<file path="src/rtl/tpu_job_seq.sv">
// tpu_job_seq: runs one GEMM job per command against the tpuv1 memory-mapped port.
// The job optionally clears C, loads DIM A rows and DIM B rows from the input stream,
// pulses the start address, waits out the array, then streams the 2*DIM C half-rows out.
//
// Ports:
//   clk, rst                         clock, asynchronous active-high reset
//   cmd_valid/cmd_ready/cmd_accum    job request; accum=1 keeps C, accum=0 zeroes C first
//   in_valid/in_ready/in_data        A rows then B rows, DIM signed bytes per beat
//   out_valid/out_ready/out_data     C half-rows, four 16-bit elements per beat
//   busy, done                       busy whenever not idle; done pulses for one cycle at job end
//   tpu_r_w/tpu_addr/tpu_dataIn      registered TPU bus (r_w=1 write)
//   tpu_dataOut                      TPU read data, combinational from tpu_addr
module tpu_job_seq #(
    parameter int unsigned DIM      = 8,
    parameter int unsigned ADDRW    = 16,
    parameter int unsigned DATAW    = 64,
    parameter int unsigned WAIT_CYC = 3 * DIM
) (
    input  logic             clk,
    input  logic             rst,
    input  logic             cmd_valid,
    output logic             cmd_ready,
    input  logic             cmd_accum,
    input  logic             in_valid,
    output logic             in_ready,
    input  logic [DATAW-1:0] in_data,
    output logic             out_valid,
    input  logic             out_ready,
    output logic [DATAW-1:0] out_data,
    output logic             busy,
    output logic             done,
    output logic             tpu_r_w,
    output logic [ADDRW-1:0] tpu_addr,
    output logic [DATAW-1:0] tpu_dataIn,
    input  logic [DATAW-1:0] tpu_dataOut
);

    localparam int unsigned CW = $clog2(2 * DIM) + 1;
    localparam int unsigned WW = $clog2(WAIT_CYC) + 1;

    localparam logic [CW-1:0]    LAST_ROW   = CW'(DIM - 1);
    localparam logic [CW-1:0]    LAST_HALF  = CW'(2 * DIM - 1);
    localparam logic [WW-1:0]    LAST_WAIT  = WW'(WAIT_CYC);
    localparam logic [ADDRW-1:0] A_BASE     = ADDRW'(32'h100);
    localparam logic [ADDRW-1:0] B_BASE     = ADDRW'(32'h200);
    localparam logic [ADDRW-1:0] C_BASE     = ADDRW'(32'h300);
    localparam logic [ADDRW-1:0] START_ADDR = ADDRW'(32'h400);

    typedef enum logic [2:0] {
        S_IDLE, S_CLR_C, S_LOAD_A, S_LOAD_B, S_START, S_WAIT, S_READ_C, S_DONE
    } state_t;

    state_t          state_q, state_d;
    logic [CW-1:0]   cnt_q, cnt_d;
    logic [WW-1:0]   wcnt_q, wcnt_d;

    logic             r_w_d, cmd_ready_d, in_ready_d, out_valid_d, busy_d, done_d;
    logic [ADDRW-1:0] addr_d;
    logic [DATAW-1:0] wdata_d, out_data_d;

    logic cmd_hs, in_hs, out_hs;
    assign cmd_hs = cmd_valid && cmd_ready;
    assign in_hs  = in_valid && in_ready;
    assign out_hs = out_valid && out_ready;

    // Rows and C half-rows are all 8 bytes apart from their base.
    function automatic logic [ADDRW-1:0] row_addr(input logic [ADDRW-1:0] base,
                                                  input logic [CW-1:0]    idx);
        return base + (ADDRW'(idx) << 3);
    endfunction

    // State, counters and every output register.
    always_ff @(posedge clk or posedge rst) begin
        if (rst) begin
            state_q    <= S_IDLE;
            cnt_q      <= '0;
            wcnt_q     <= '0;
            cmd_ready  <= 1'b1;
            in_ready   <= 1'b0;
            out_valid  <= 1'b0;
            out_data   <= '0;
            busy       <= 1'b0;
            done       <= 1'b0;
            tpu_r_w    <= 1'b0;
            tpu_addr   <= '0;
            tpu_dataIn <= '0;
        end else begin
            state_q    <= state_d;
            cnt_q      <= cnt_d;
            wcnt_q     <= wcnt_d;
            cmd_ready  <= cmd_ready_d;
            in_ready   <= in_ready_d;
            out_valid  <= out_valid_d;
            out_data   <= out_data_d;
            busy       <= busy_d;
            done       <= done_d;
            tpu_r_w    <= r_w_d;
            tpu_addr   <= addr_d;
            tpu_dataIn <= wdata_d;
        end
    end

    // Next state and counters; counters are compared against their end value, then cleared.
    always_comb begin : next_state_logic
        state_d = state_q;
        cnt_d   = cnt_q;
        wcnt_d  = wcnt_q;
        case (state_q)
            S_IDLE: begin
                if (cmd_hs) begin
                    cnt_d   = '0;
                    wcnt_d  = '0;
                    state_d = cmd_accum ? S_LOAD_A : S_CLR_C;
                end
            end
            S_CLR_C: begin
                if (cnt_q == LAST_HALF) begin
                    cnt_d   = '0;
                    state_d = S_LOAD_A;
                end else begin
                    cnt_d = cnt_q + CW'(1);
                end
            end
            S_LOAD_A, S_LOAD_B: begin
                if (in_hs) begin
                    if (cnt_q == LAST_ROW) begin
                        cnt_d   = '0;
                        state_d = (state_q == S_LOAD_A) ? S_LOAD_B : S_START;
                    end else begin
                        cnt_d = cnt_q + CW'(1);
                    end
                end
            end
            S_START: begin
                wcnt_d  = '0;
                state_d = S_WAIT;
            end
            S_WAIT: begin
                // First WAIT cycle carries the registered start access; WAIT_CYC idle cycles follow.
                if (wcnt_q == LAST_WAIT) begin
                    wcnt_d  = '0;
                    cnt_d   = '0;
                    state_d = S_READ_C;
                end else begin
                    wcnt_d = wcnt_q + WW'(1);
                end
            end
            S_READ_C: begin
                if (out_hs) begin
                    if (cnt_q == LAST_HALF) begin
                        cnt_d   = '0;
                        state_d = S_DONE;
                    end else begin
                        cnt_d = cnt_q + CW'(1);
                    end
                end
            end
            S_DONE:  state_d = S_IDLE;
            default: state_d = S_IDLE;
        endcase
    end

    // Next values of the registered outputs; the bus defaults to idle (read of 0x0000).
    always_comb begin : output_logic
        r_w_d       = 1'b0;
        addr_d      = '0;
        wdata_d     = '0;
        out_valid_d = out_valid;
        out_data_d  = out_data;
        cmd_ready_d = (state_d == S_IDLE);
        busy_d      = (state_d != S_IDLE);
        in_ready_d  = (state_d == S_LOAD_A) || (state_d == S_LOAD_B);
        done_d      = (state_d == S_DONE);
        case (state_q)
            S_IDLE: begin
                if (cmd_hs && !cmd_accum) begin
                    r_w_d  = 1'b1;
                    addr_d = row_addr(C_BASE, CW'(0));
                end
            end
            S_CLR_C: begin
                if (state_d == S_CLR_C) begin
                    r_w_d  = 1'b1;
                    addr_d = row_addr(C_BASE, cnt_d);
                end
            end
            S_LOAD_A, S_LOAD_B: begin
                if (in_hs) begin
                    r_w_d   = 1'b1;
                    addr_d  = row_addr((state_q == S_LOAD_A) ? A_BASE : B_BASE, cnt_q);
                    wdata_d = in_data;
                end
            end
            S_START: begin
                r_w_d  = 1'b1;
                addr_d = START_ADDR;
            end
            S_WAIT: begin
                if (state_d == S_READ_C) begin
                    addr_d = row_addr(C_BASE, CW'(0));
                end
            end
            S_READ_C: begin
                // Address is on the bus one cycle, data is captured, then held until accepted.
                if (!out_valid) begin
                    addr_d      = row_addr(C_BASE, cnt_q);
                    out_valid_d = 1'b1;
                    out_data_d  = tpu_dataOut;
                end else if (out_ready) begin
                    out_valid_d = 1'b0;
                    if (state_d == S_READ_C) begin
                        addr_d = row_addr(C_BASE, cnt_d);
                    end
                end else begin
                    addr_d = row_addr(C_BASE, cnt_q);
                end
            end
            default: ;
        endcase
    end

endmodule

</file>
<file path="config.mk">
export PLATFORM = sky130hd
export DESIGN_NAME = tpu_job_seq
export DESIGN_NICKNAME = d
export VERILOG_FILES = /design/src/rtl/tpu_job_seq.sv
export SDC_FILE = /design/constraint.sdc
export NUM_CORES = 1
export LEC_CHECK = 0
export ABC_AREA = 1
export BUFFER_PORTS_ARGS = -buffer_cell sky130_fd_sc_hd__buf_2
export CAP_MARGIN = 20
export CORE_MARGIN = 2
export CORE_UTILIZATION = 36
export CTS_CLUSTER_DIAMETER = 120
export CTS_CLUSTER_SIZE = 40
export DETAILED_ROUTE_END_ITERATION = 6
export GPL_TIMING_DRIVEN = 1
export PLACE_DENSITY = 0.72
export SLEW_MARGIN = 5
export SYNTH_ARGS = -nofsm -noshare
export SYNTH_HDL_FRONTEND = slang
export SYNTH_SLANG_ARGS = --single-unit
export TNS_END_PERCENT = 30
</file>
<file path="constraint.sdc">
create_clock -name clk -period 13.4 [get_ports clk]
set_input_delay 0.67 -clock clk [delete_from_list [all_inputs] [get_ports clk]]
set_output_delay 0.67 -clock clk [all_outputs]
set_load 0.02 [all_outputs]
</file>
# --- Word-level counts from Yosys, hierarchy flattened ---
# Cells that the tools add are included.
op_classes:
  bitwise_logic: 1
  addsub: 5
  muxes: 37
  eq_ne: 16
  reduce_logical: 13
ops:
  columns: ["operator", "n"]
  rows:
  - ["$mux 64", 2]
  - ["$pmux 16 s6", 1]
  - ["$mux 11", 3]
  - ["$mux 16", 2]
  - ["$mux 10", 3]
  - ["$mux 5", 6]
  - ["$pmux 5 s5", 1]
  - ["$mux 3", 8]
  - ["$add 10x8->11 const A", 2]
  - ["$pmux 3 s7", 1]
  - ["$eq 3x3->1 const B", 6]
  - ["$pmux 6 s3", 1]
  - ["$eq 3x2->1 const B", 4]
  - ["$mux 6", 2]
  - ["$add 10x8->11", 1]
  - ["$add 6x1->6 const B", 1]
  - ["$eq 3x1->1 const B", 2]
  - ["$eq 6x5->1 const B", 1]
  - ["$logic_not 3->1", 2]
  - ["$reduce_bool 3->1", 2]
  - ["$add 5x1->5 const B", 1]
  - ["$eq 5x3->1 const B", 1]
  - ["$eq 5x4->1 const B", 1]
  - ["$mux 1", 5]
  - ["other kinds (9)", 13]
totals:
  out_inout_bits: 150
  elab_cells: 84
  inputBits: 134
  regBits: 164

# --- Logic depth before layout (Yosys ltp) ---
# Gate-level depths: netlist of run 1.
depth:
  depth_word: 10
  mapped_depth: 12
  depth_no_buf: 12

# --- Least setup slack after synthesis of run 1 ---
# No wires, ideal clock.
synth_path:
  path_kind: "flip-flop to flip-flop"
  start: "register cnt_q[0]"
  end: "register cnt_q[3]"
  stages_incl_launch_ff: 12
  period_less_slack_ns: 1.667
  arrival_time_ns: 1.536
  t_required_ns: 13.269
  setup_time_ns: 0.131
  path_slack_ns: 11.733
  path_buffers: 0
  cell_sequence: "dfrtp_1 > ha_1 > nand2_1 > nor2_1 > ha_1 > inv_1 > nand2_1 > inv_1 > nand2_1 > o21ai_0 > a21oi_1 > nand3_1"
synth_between:
  elab_chain_len: 4
  elab_cells_between_ends: 8
  cone_classes: "add/sub: 1; eq/ne: 2; mux: 5"
synth_lines:
  columns: ["item", "line_no", "text"]
  rows:
  - ["start: declaration", "54", "logic [CW-1:0] cnt_q, cnt_d;"]
  - ["start signal: assignment", "89", "cnt_q <= cnt_d;"]
  - ["$add 5x1->5, or another cell as far along", "121, 130, 154", null]
  - ["$mux 5 (on tied branches)", "117, 150, 126", null]
  - ["$mux 5 (on tied branches)", "149, 125", null]
  - ["$pmux 5 s5 *", "108", "case (state_q)"]
  - ["via cnt_d[3]", "54", null]
# The timed path passes the listed nets; every way through them passes the cells marked *.
# A chain may end at the register's enable or synchronous reset.

# --- Worst setup path after layout of run 1 ---
# Same ends and word-level chain as after synthesis.

==> flow_summary.ini, run 1 <==
[timing]
hold_viol_final = 0
fmax_mhz = 486
final.setup.tns_ns = 0
setup_viol = 0
final.hold.worst_slack_ns = 0.357
maxSlewViolCount = 0
clock_skew_ns = 0.00619
tightest_slew_ns = 0.962
slew_headroom = 0.359
fin_crit_ns = 2.06
setup_ws_ns = 11.34
rsz0062_at_grt = no
fin_crit_sh = 0.154

[floorplan]
start_util = 0.369
core_um2 = 16600
ioPinCount = 284
rows = 47
die_y_um = 135
die_area_um2 = 18100
fp.dieW_um = 135

[final_layout]
layout_commonest_cell = buf_2
multi_input_area_um2 = 1990
nFillCells = 1529
seq_area_um2 = 3910
fin_util = 0.500
area.growth.synth_to_final_pct = 35.6
final_cell_mix = buf_2 (275), dfrtp_1 (155), nand2_1 (113)
drive_gt1_frac = 0.429
nets = 972

[placement]
io_buffer_count = 275
hpwl_mm = 11.1
gp_congestion = 0.895
dp_slack_ns = 10.70

[worst_setup_path]
r2r-start = cnt_q[0]$_DFF_PP0_
critPathMaxFanout = 6
required_ns = 13.69
path_buf_inv = 2
worstSetupStartpoint = cnt_q[0]$_DFF_PP0_
slowest_delay_ns = 0.42
cp_common_cell = nand2_1
worst_ep_arrival_time_ns = 2.35
crit_path_cell_trace = ha_1 > nand2_1 > nor2_1 > ha_1 > inv_1 > nand2_1 > inv_1 > nand2_1 > o21ai_0 > a21oi_1 > nand3_1
worstSetupPathType = register to register
startpoint_type = register
critPathSlowestCell = dfrtp_1
end_kind = register
rrSetupSlack_ns = 11.34
path_delay_family = simple AND/OR/NAND/NOR gates

[clocking]
cts_tree = yes
hold_buffers = 0
cts_buffers = 17
clkTransAtPathRegs_ns = 0.06
clock-sinks = 156
cts_setup_buffers = 0
cts-htree-levels = 4
cts_resized = 0
insertion_delay_ns = 0.41
root_buffer = clkbuf_16
clock_path_buffers = 2

[global_routing]
grt_use_total = 0.164
antenna_found_initial = 1
gr-total-overflow = 0
grt_pass1_wl_mm = 23.1
grt_max_degree = 80
grt_pass1_vias = 4503

[synthesis]
synth_area_leaders = dfrtp_1 (63%), mux2_2 (7.2%), nand2_1 (7.0%), nor2_1 (5.4%), mux2_1 (4.6%)
synth_cell_type_count = 32
netlist_instances = 557
ys_ff_latch = 156
synth_top_cell_by_area = dfrtp_1
ys_seq_area_frac = 0.637
syn_area_um2 = 6130
synth_area_per_cell_um2 = 11.0
synth_warnings = 0
synth_top_area_share = 0.632

[worst_hold_path]
holdCritPathClass = input port to asynchronous set/reset pin

[detailed_routing]
drc = 0
wl_per_cell_um = 14.2
antenna_left = 0
wl_mm = 15.2
avgViaCountPerCell = 4.49
first_pass_iters = 4
num_vias = 4789
drt_iter0_drc = 239

[power_and_ir_drop]
clkPwrFrac = 0.352
vdd_ir_drop_max_uv = 106
switchingPower_uw = 471
p_per_area_nw_per_um2 = 169
power_frac_seq = 0.398
swShare = 0.335
internal_power_uw = 936
comb_power_share = 0.250
p_leak_nw = 4.48

[status]
status = completed

[run]
maxCapViolCount = 0
-- metal layers --
metal | GRT usage | part of all wire | vias up
met2 | 0.264 | 0.49 | 197
li1 | - | - | 2328
met4 | 0.0591 | 0.015 | 0
met5 | 0 | 0 | -
met1 | 0.211 | 0.42 | 2249
met3 | 0.0495 | 0.077 | 15
-- power by group through the flow --
| stage | Sequential, mW | Combinational, mW | Clock (mW) |
|---|---|---|---|
| after detailed placement | 0.569 | 0.354 | 0 |
| after floorplan | 0.626 | 0.174 | 0 |
| final | 0.560 | 0.352 | 0.495 |
| after global routing | 0.567 | 0.391 | 0.530 |
| after global placement | 0.568 | 0.349 | 0 |
| after CTS | 0.561 | 0.354 | 0.507 |
-- synthesized netlist by cell type --
library cell / number
nand3_1: 19
mux2_1: 25
a31oi_1: 1
buf_4: 8
and3_2: 1
mux2_2: 39
nor3_1: 5
nand2_4: 1
inv_1: 28
nor2_1: 88
nor2_8: 1
o21ai_0: 13
buf_2: 8
xor2_1: 2
nand4_1: 1
o31ai_1: 1
a21oi_1: 11
nor2_2: 2
a21boi_0: 1
clkbuf_1: 7
nand2_1: 114
ha_1: 5
dfrtp_1: 155
dfstp_2: 1
a22oi_1: 1
nand3b_1: 1
conb_1: 1
o21ai_4: 1
nand2_2: 2
o211ai_1: 5
buf_1: 5
inv_2: 4
-- stage by stage --
step | std cells | cell area, um2 | power [mW]
6_report | 1067 | 8320 | 1.41
5_1_grt | 1067 | 8320 | 1.49
4_1_cts | 1065 | 8300 | 1.42
3_5_place_dp | 1033 | 7690 | 0.922
3_3_place_gp | 1033 | 7690 | 0.917
2_1_floorplan | 564 | 6160 | 0.800
-- sequential cells by signal, indices dropped and copies added (netlist names) --
name	count
out_data	64
cnt_q	5
tpu_addr	8
tpu_r_w	1
in_ready	1
cmd_ready	1
wcnt_q	6
done	1
busy	1
tpu_dataIn	64
out_valid	1
state_q	3
-- final timing paths --
| check | endpoint | cells past startpoint |
|---|---|---|
| setup / recovery | cnt_q[3]$_DFF_PP0_ | 11 |
| hold / removal | out_data[3]$_DFFE_PP0P_ | 2 |
| setup reg to reg | cnt_q[3]$_DFF_PP0_ | 11 |
| hold reg to reg | out_data[61]$_DFFE_PP0P_ | 1 |
| max in group asynchronous | out_data[13]$_DFFE_PP0P_ | 3 |
| min in group clk | out_data[40]$_DFFE_PP0P_ | 2 |
-- cells by family after synthesis --
logic type / count (synthesis) / share of synthesized area
AND/OR/NAND/NOR: 235 / 0.156
adder cells (fa/ha/maj): 5 / 0.0102
flip-flops: 156 / 0.637
AO/OA/AOI/OAI: 34 / 0.0331
XOR/XNOR: 2 / 0.00286
buffers and inverters: 60 / 0.0432
other: 1 / 0.000611
multiplexers: 64 / 0.118
-- area by class of cell --
| class | count | area share |
|---|---|---|
| Sequential cell | 156 | 0.469 |
| Multi-Input combinational cell | 348 | 0.239 |
| Timing Repair Buffer | 278 | 0.170 |
| Clock buffer | 20 | 0.0537 |
| Tap cell | 220 | 0.0331 |
| Clock inverter | 12 | 0.0194 |
| Inverter | 32 | 0.0150 |
| Antenna cell | 1 | 0.000301 |
Power figures use the tool's default switching activity.
==> run 2: changes to the inputs <==
--- a/config.mk
+++ b/config.mk
@@ -14,7 +14,7 @@
 export CTS_CLUSTER_SIZE = 40
 export DETAILED_ROUTE_END_ITERATION = 6
 export GPL_TIMING_DRIVEN = 1
-export PLACE_DENSITY = 0.72
+export PLACE_DENSITY = 0.75
 export SLEW_MARGIN = 5
 export SYNTH_ARGS = -nofsm -noshare
 export SYNTH_HDL_FRONTEND = slang
==> constraint.sdc (replaced) <==
create_clock -name clk -period 1.8 [get_ports clk]
set_input_delay 0.09 -clock clk [delete_from_list [all_inputs] [get_ports clk]]
set_output_delay 0.09 -clock clk [all_outputs]
set_load 0.02 [all_outputs]
==> run 2 against run 1 <==
Net effect:
- design area is 17% higher
- sequential power rose to 7.4 times the previous value
- worst setup slack worse by 11 ns
- largest cell class unchanged
- via count grew 14%
- non-clock buffer count increased by 137
- critical path type unchanged
==> flow_summary.ini, run 2 (same netlist as run 1, synthesis figures left out) <==
[floorplan]
die_y_um = 135
fp.dieW_um = 135
start_util = 0.369
core_um2 = 16600
die_area_um2 = 18100
rows = 47
ioPinCount = 284

[clocking]
clock-sinks = 156
cts_setup_buffers = 0
cts-htree-levels = 4
cts_tree = yes
clock_path_buffers = 2
clkTransAtPathRegs_ns = 0.06
insertion_delay_ns = 0.41
cts_buffers = 17
root_buffer = clkbuf_16

[final_layout]
finalNonFillerCells = 1203
final_cell_mix = buf_2 (275), dfrtp_1 (155), dlygate4sd3_1 (129)
nFillCells = 1319
nets = 1109
reg.largest.list = out_data (64), tpu_dataIn (64), tpu_addr (8)
post-route-cell-area_um2 = 9720
drive_gt1_frac = 0.389
antenna_cells = 0
layout_commonest_cell = buf_2
area.growth.synth_to_final_pct = 58.5

[worst_setup_path]
worst_ep_arrival_time_ns = 1.97
rrSetupSlack_ns = 0.12
r2r-start = cnt_q[1]$_DFF_PP0_
startpoint_type = register
worstSetupPathType = register to register
critPathMaxFanout = 5
end_kind = register
reg2reg_depth = 12
required_ns = 2.08
r2r_end = tpu_addr[9]$_DFF_PP0_

[worst_hold_path]
worstHoldEndpoint = tpu_r_w$_DFF_PP0_
holdCritPathClass = input port to register
hold_depth = 4
min_from = cmd_accum

[power_and_ir_drop]
switchingPower_mw = 3.69
p_per_area_nw_per_um2 = 1100
comb_power_share = 0.283
power_frac_seq = 0.390
vdd_ir_drop_max_uv = 840
internal_power_mw = 7.02
finalPower_mw = 10.7
clkPwrFrac = 0.327
swShare = 0.345
p_leak_nw = 5.06

[detailed_routing]
drc = 0
first_pass_iters = 4
avgViaCountPerCell = 4.52
wl_mm = 17.9
wl_per_cell_um = 14.8
antenna_left = 0
drt_iter0_drc = 289
num_vias = 5441

[run]
maxCapViolCount = 0

[timing]
final.setup.tns_ns = 0
fin_crit_ns = 1.68
fmax_mhz = 594
clock_skew_ns = 0.00905
maxSlewViolCount = 0
setup_ws_ns = 0.115
rsz0062_at_grt = yes
fin_crit_sh = 0.936
hold_viol_final = 0
setup_viol = 0

[placement]
gp_congestion = 0.937
io_buffer_count = 275
hpwl_mm = 11.2
dp_slack_ns = 0.0720
place_area_um2 = 7820
place_inst = 1042

[global_routing]
grt_use_total = 0.199
grt_pass1_vias = 5697
grt_pass1_wl_mm = 28.2
gr-total-overflow = 0
grt_max_degree = 88
antenna_found_initial = 2

[status]
status = completed
==> run 2: final cells by class <==
cell class,instances,area (um2),area share
flip-flops and latches,156,3910,0.402
repair buffers,415,2810,0.289
multi-input cells,348,2020,0.208
clock buffers,19,453,0.0466
well taps,220,275,0.0283
clock inverters,13,130,0.0134
inverters,32,124,0.0127
==> run 2: per-stage QoR <==
step / utilization / hold WS [ns]
after CTS: 0.582 / 0.105
final: 0.584 / 0.123
after detailed placement: 0.470 / 0.272
after global routing: 0.584 / 0.203
after global placement: 0.470 / 0.277
after floorplan: - / 0.206
==> run 2: repair_timing <==
| action | 4_1_cts | 5_1_grt |
|---|---|---|
| gates resized for setup | 0 | 11 |
| endpoints found under the setup margin | 0 | 9 |
| endpoints found under the hold margin | 283 | 0 |
| hold buffers | 129 | 0 |
==> run 2: worst max path at each step <==
stage / to / from / depth (start not counted)
after CTS: cnt_q[3]$_DFF_PP0_ / cnt_q[1]$_DFF_PP0_ / 11
after global routing: tpu_addr[9]$_DFF_PP0_ / cnt_q[1]$_DFF_PP0_ / 12
after detailed placement: cnt_q[3]$_DFF_PP0_ / cnt_q[1]$_DFF_PP0_ / 11
after floorplan: busy$_DFF_PP0_ / rst / 1
after global placement: tpu_addr[9]$_DFF_PP0_ / cnt_q[0]$_DFF_PP0_ / 12
final: tpu_addr[9]$_DFF_PP0_ / cnt_q[1]$_DFF_PP0_ / 12
==> run 2: power groups by stage <==
stage / logic (mW) / clock network (mW) / registers (mW)
CTS: 2.99 / 3.61 / 4.17
finish: 3.03 / 3.51 / 4.17
detailed placement: 2.76 / 0 / 4.23
global route: 3.35 / 3.78 / 4.23
floorplan: 1.29 / 0 / 4.66
global placement: 2.72 / 0 / 4.21
==> run 2: worst max-delay path: stages, from the launching register on <==
cell	delay, ns
dfrtp_1	0.39
ha_2	0.21
nand2_2	0.09
nor2_2	0.04
ha_1	0.19
inv_1	0.12
nand2_2	0.08
nand2_1	0.06
nor2_1	0.04
nand3_1	0.09
nand2_2	0.11
nand2_2	0.08
nand3_1	0.07
==> run 2: metal layers <==
metal,up-vias,track usage,routed length [um]
li1,2604,-,-
met1,2580,0.231,7220
met2,219,0.348,8930
met3,34,0.0653,1290
met4,4,0.0614,385
met5,-,0,33
==> run 3: changes to the inputs <==
--- a/config.mk
+++ b/config.mk
@@ -10,6 +10,7 @@
 export CAP_MARGIN = 20
 export CORE_MARGIN = 2
 export CORE_UTILIZATION = 36
+export CTS_BUF_LIST = sky130_fd_sc_hd__clkbuf_8
 export CTS_CLUSTER_DIAMETER = 120
 export CTS_CLUSTER_SIZE = 40
 export DETAILED_ROUTE_END_ITERATION = 6
==> run 3 against run 2 <==
Net effect:
- worst setup slack better by 0.0064 ns
- first-iteration DRC count shrank 2.8%
- combinational power about the same
- power is 8.6% lower
- sequential power barely moved
- design area down 2.0%
- non-clock buffer count did not move
==> flow_summary.ini, run 3 (same netlist as run 1, synthesis figures left out) <==
[worst_setup_path]
critPathMaxFanout = 7
end_kind = register
worstSetupPathType = register to register
startpoint_type = register
worst_ep_arrival_time_ns = 2.00
required_ns = 2.13

[final_layout]
post-route-cell-area_um2 = 9530
nFillCells = 1337
antenna_cells = 0
fin_util = 0.572
drive_gt1_frac = 0.389
area.growth.synth_to_final_pct = 55.3
nets = 1109
reg.largest.list = out_data (64), tpu_dataIn (64), tpu_addr (8)
final_cell_mix = buf_2 (275), dfrtp_1 (155), dlygate4sd3_1 (129)
layout_commonest_cell = buf_2

[timing]
fin_crit_sh = 0.932
rsz0062_at_grt = yes
setup_ws_ns = 0.122
fin_crit_ns = 1.68
clock_skew_ns = 0.00836
hold_viol_final = 0
setup_viol = 0
final.setup.tns_ns = 0
fmax_mhz = 596
maxSlewViolCount = 0

[detailed_routing]
num_vias = 5456
wl_per_cell_um = 14.8
first_pass_iters = 4
antenna_left = 0
wl_mm = 17.8
drc = 0
avgViaCountPerCell = 4.54
drt_iter0_drc = 281

[floorplan]
fp.dieW_um = 135
start_util = 0.369
core_um2 = 16600
rows = 47
die_y_um = 135
die_area_um2 = 18100
ioPinCount = 284

[clocking]
cts_tree = yes
clock_path_buffers = 2
clkTransAtPathRegs_ns = 0.09
root_buffer = clkbuf_8
cts_buffers = 17
insertion_delay_ns = 0.45
clock-sinks = 156
cts-htree-levels = 4

[global_routing]
use_met1 = 0.236
grt_pass1_wl_mm = 28.1
grt_use_total = 0.198
gr-usage-met2 = 0.340
grtUsageMet3 = 0.0563
grt_max_degree = 88
grt_pass1_vias = 5634
gr-max-usage-layer = met2
antenna_found_initial = 2
gr-total-overflow = 0

[power_and_ir_drop]
vdd_ir_drop_max_uv = 825
finalPower_mw = 9.79
p_per_area_nw_per_um2 = 1030
p_leak_nw = 4.97

[run]
maxCapViolCount = 0

[status]
status = completed

[worst_hold_path]
holdCritPathClass = input port to register

[placement]
hpwl_mm = 11.2
dp_slack_ns = 0.0720
place_area_um2 = 7820
gp_congestion = 0.937
io_buffer_count = 275
[run 3: per-stage QoR]
stage                     hold slack (ns)  instances
after global placement              0.277       1042
after floorplan                     0.206        564
after detailed placement            0.272       1042
after CTS                          0.0519       1203
final                              0.0883       1203
after global routing                0.156       1203
[run 3: per-layer routing]
layer	share of wire	routed length (um)	vias to the layer above
li1	-	-	2601
met1	0.41	7260	2602
met2	0.50	8870	213
met3	0.070	1240	36
met4	0.024	421	4
met5	0.0019	33	-
[run 3: final cells by class]
cell class                 count  area [um2]  area share
multi-input combinational    348        2020       0.212
sequential                   156        3910       0.410
tap                          220         275      0.0289
clock buffer                  19         262      0.0275
clock inverter                13         130      0.0137
timing repair buffer         415        2810       0.295
inverter                      32         124      0.0130
[run 3: what timing repair did]
action                                  CTS  global route
endpoints found under the setup margin    0             9
gates resized for setup                   0            11
hold endpoints to repair                283             0
setup buffers                             0             0
hold buffers                            129             0
[run 3: where the power goes]
part	switching (mW)	internal (mW)	total, mW
registers	0.219	3.95	4.17
clock network	1.41	1.20	2.60
logic	1.97	1.05	3.02
[run 3: path summary, 6_finish.rpt]
path	startpoint	end	slack [ns]	cells after the start
worst max register to register	state_q[0]$_DFF_PP0_	wcnt_q[4]$_DFFE_PP0P_	0.12	8
worst min register to register	out_data[44]$_DFFE_PP0P_	out_data[44]$_DFFE_PP0P_	0.50	1
worst min-delay path	cmd_accum	tpu_r_w$_DFF_PP0_	0.09	4
worst max-delay path	state_q[0]$_DFF_PP0_	wcnt_q[4]$_DFFE_PP0P_	0.12	8
min in group asynchronous	rst	out_data[30]$_DFFE_PP0P_	0.34	4
max in group asynchronous	rst	cmd_ready$_DFF_PP1_	1.02	4
[run 3: critical path, cell delays in order (launching register included)]
cell and delay [ns]:
dfrtp_1 0.47, nor2_1 0.30, inv_2 0.12, o21ai_4 0.21, nand2_1 0.07, nor2_1 0.14
nand2_1 0.08, xor2_1 0.13, nor2_1 0.05
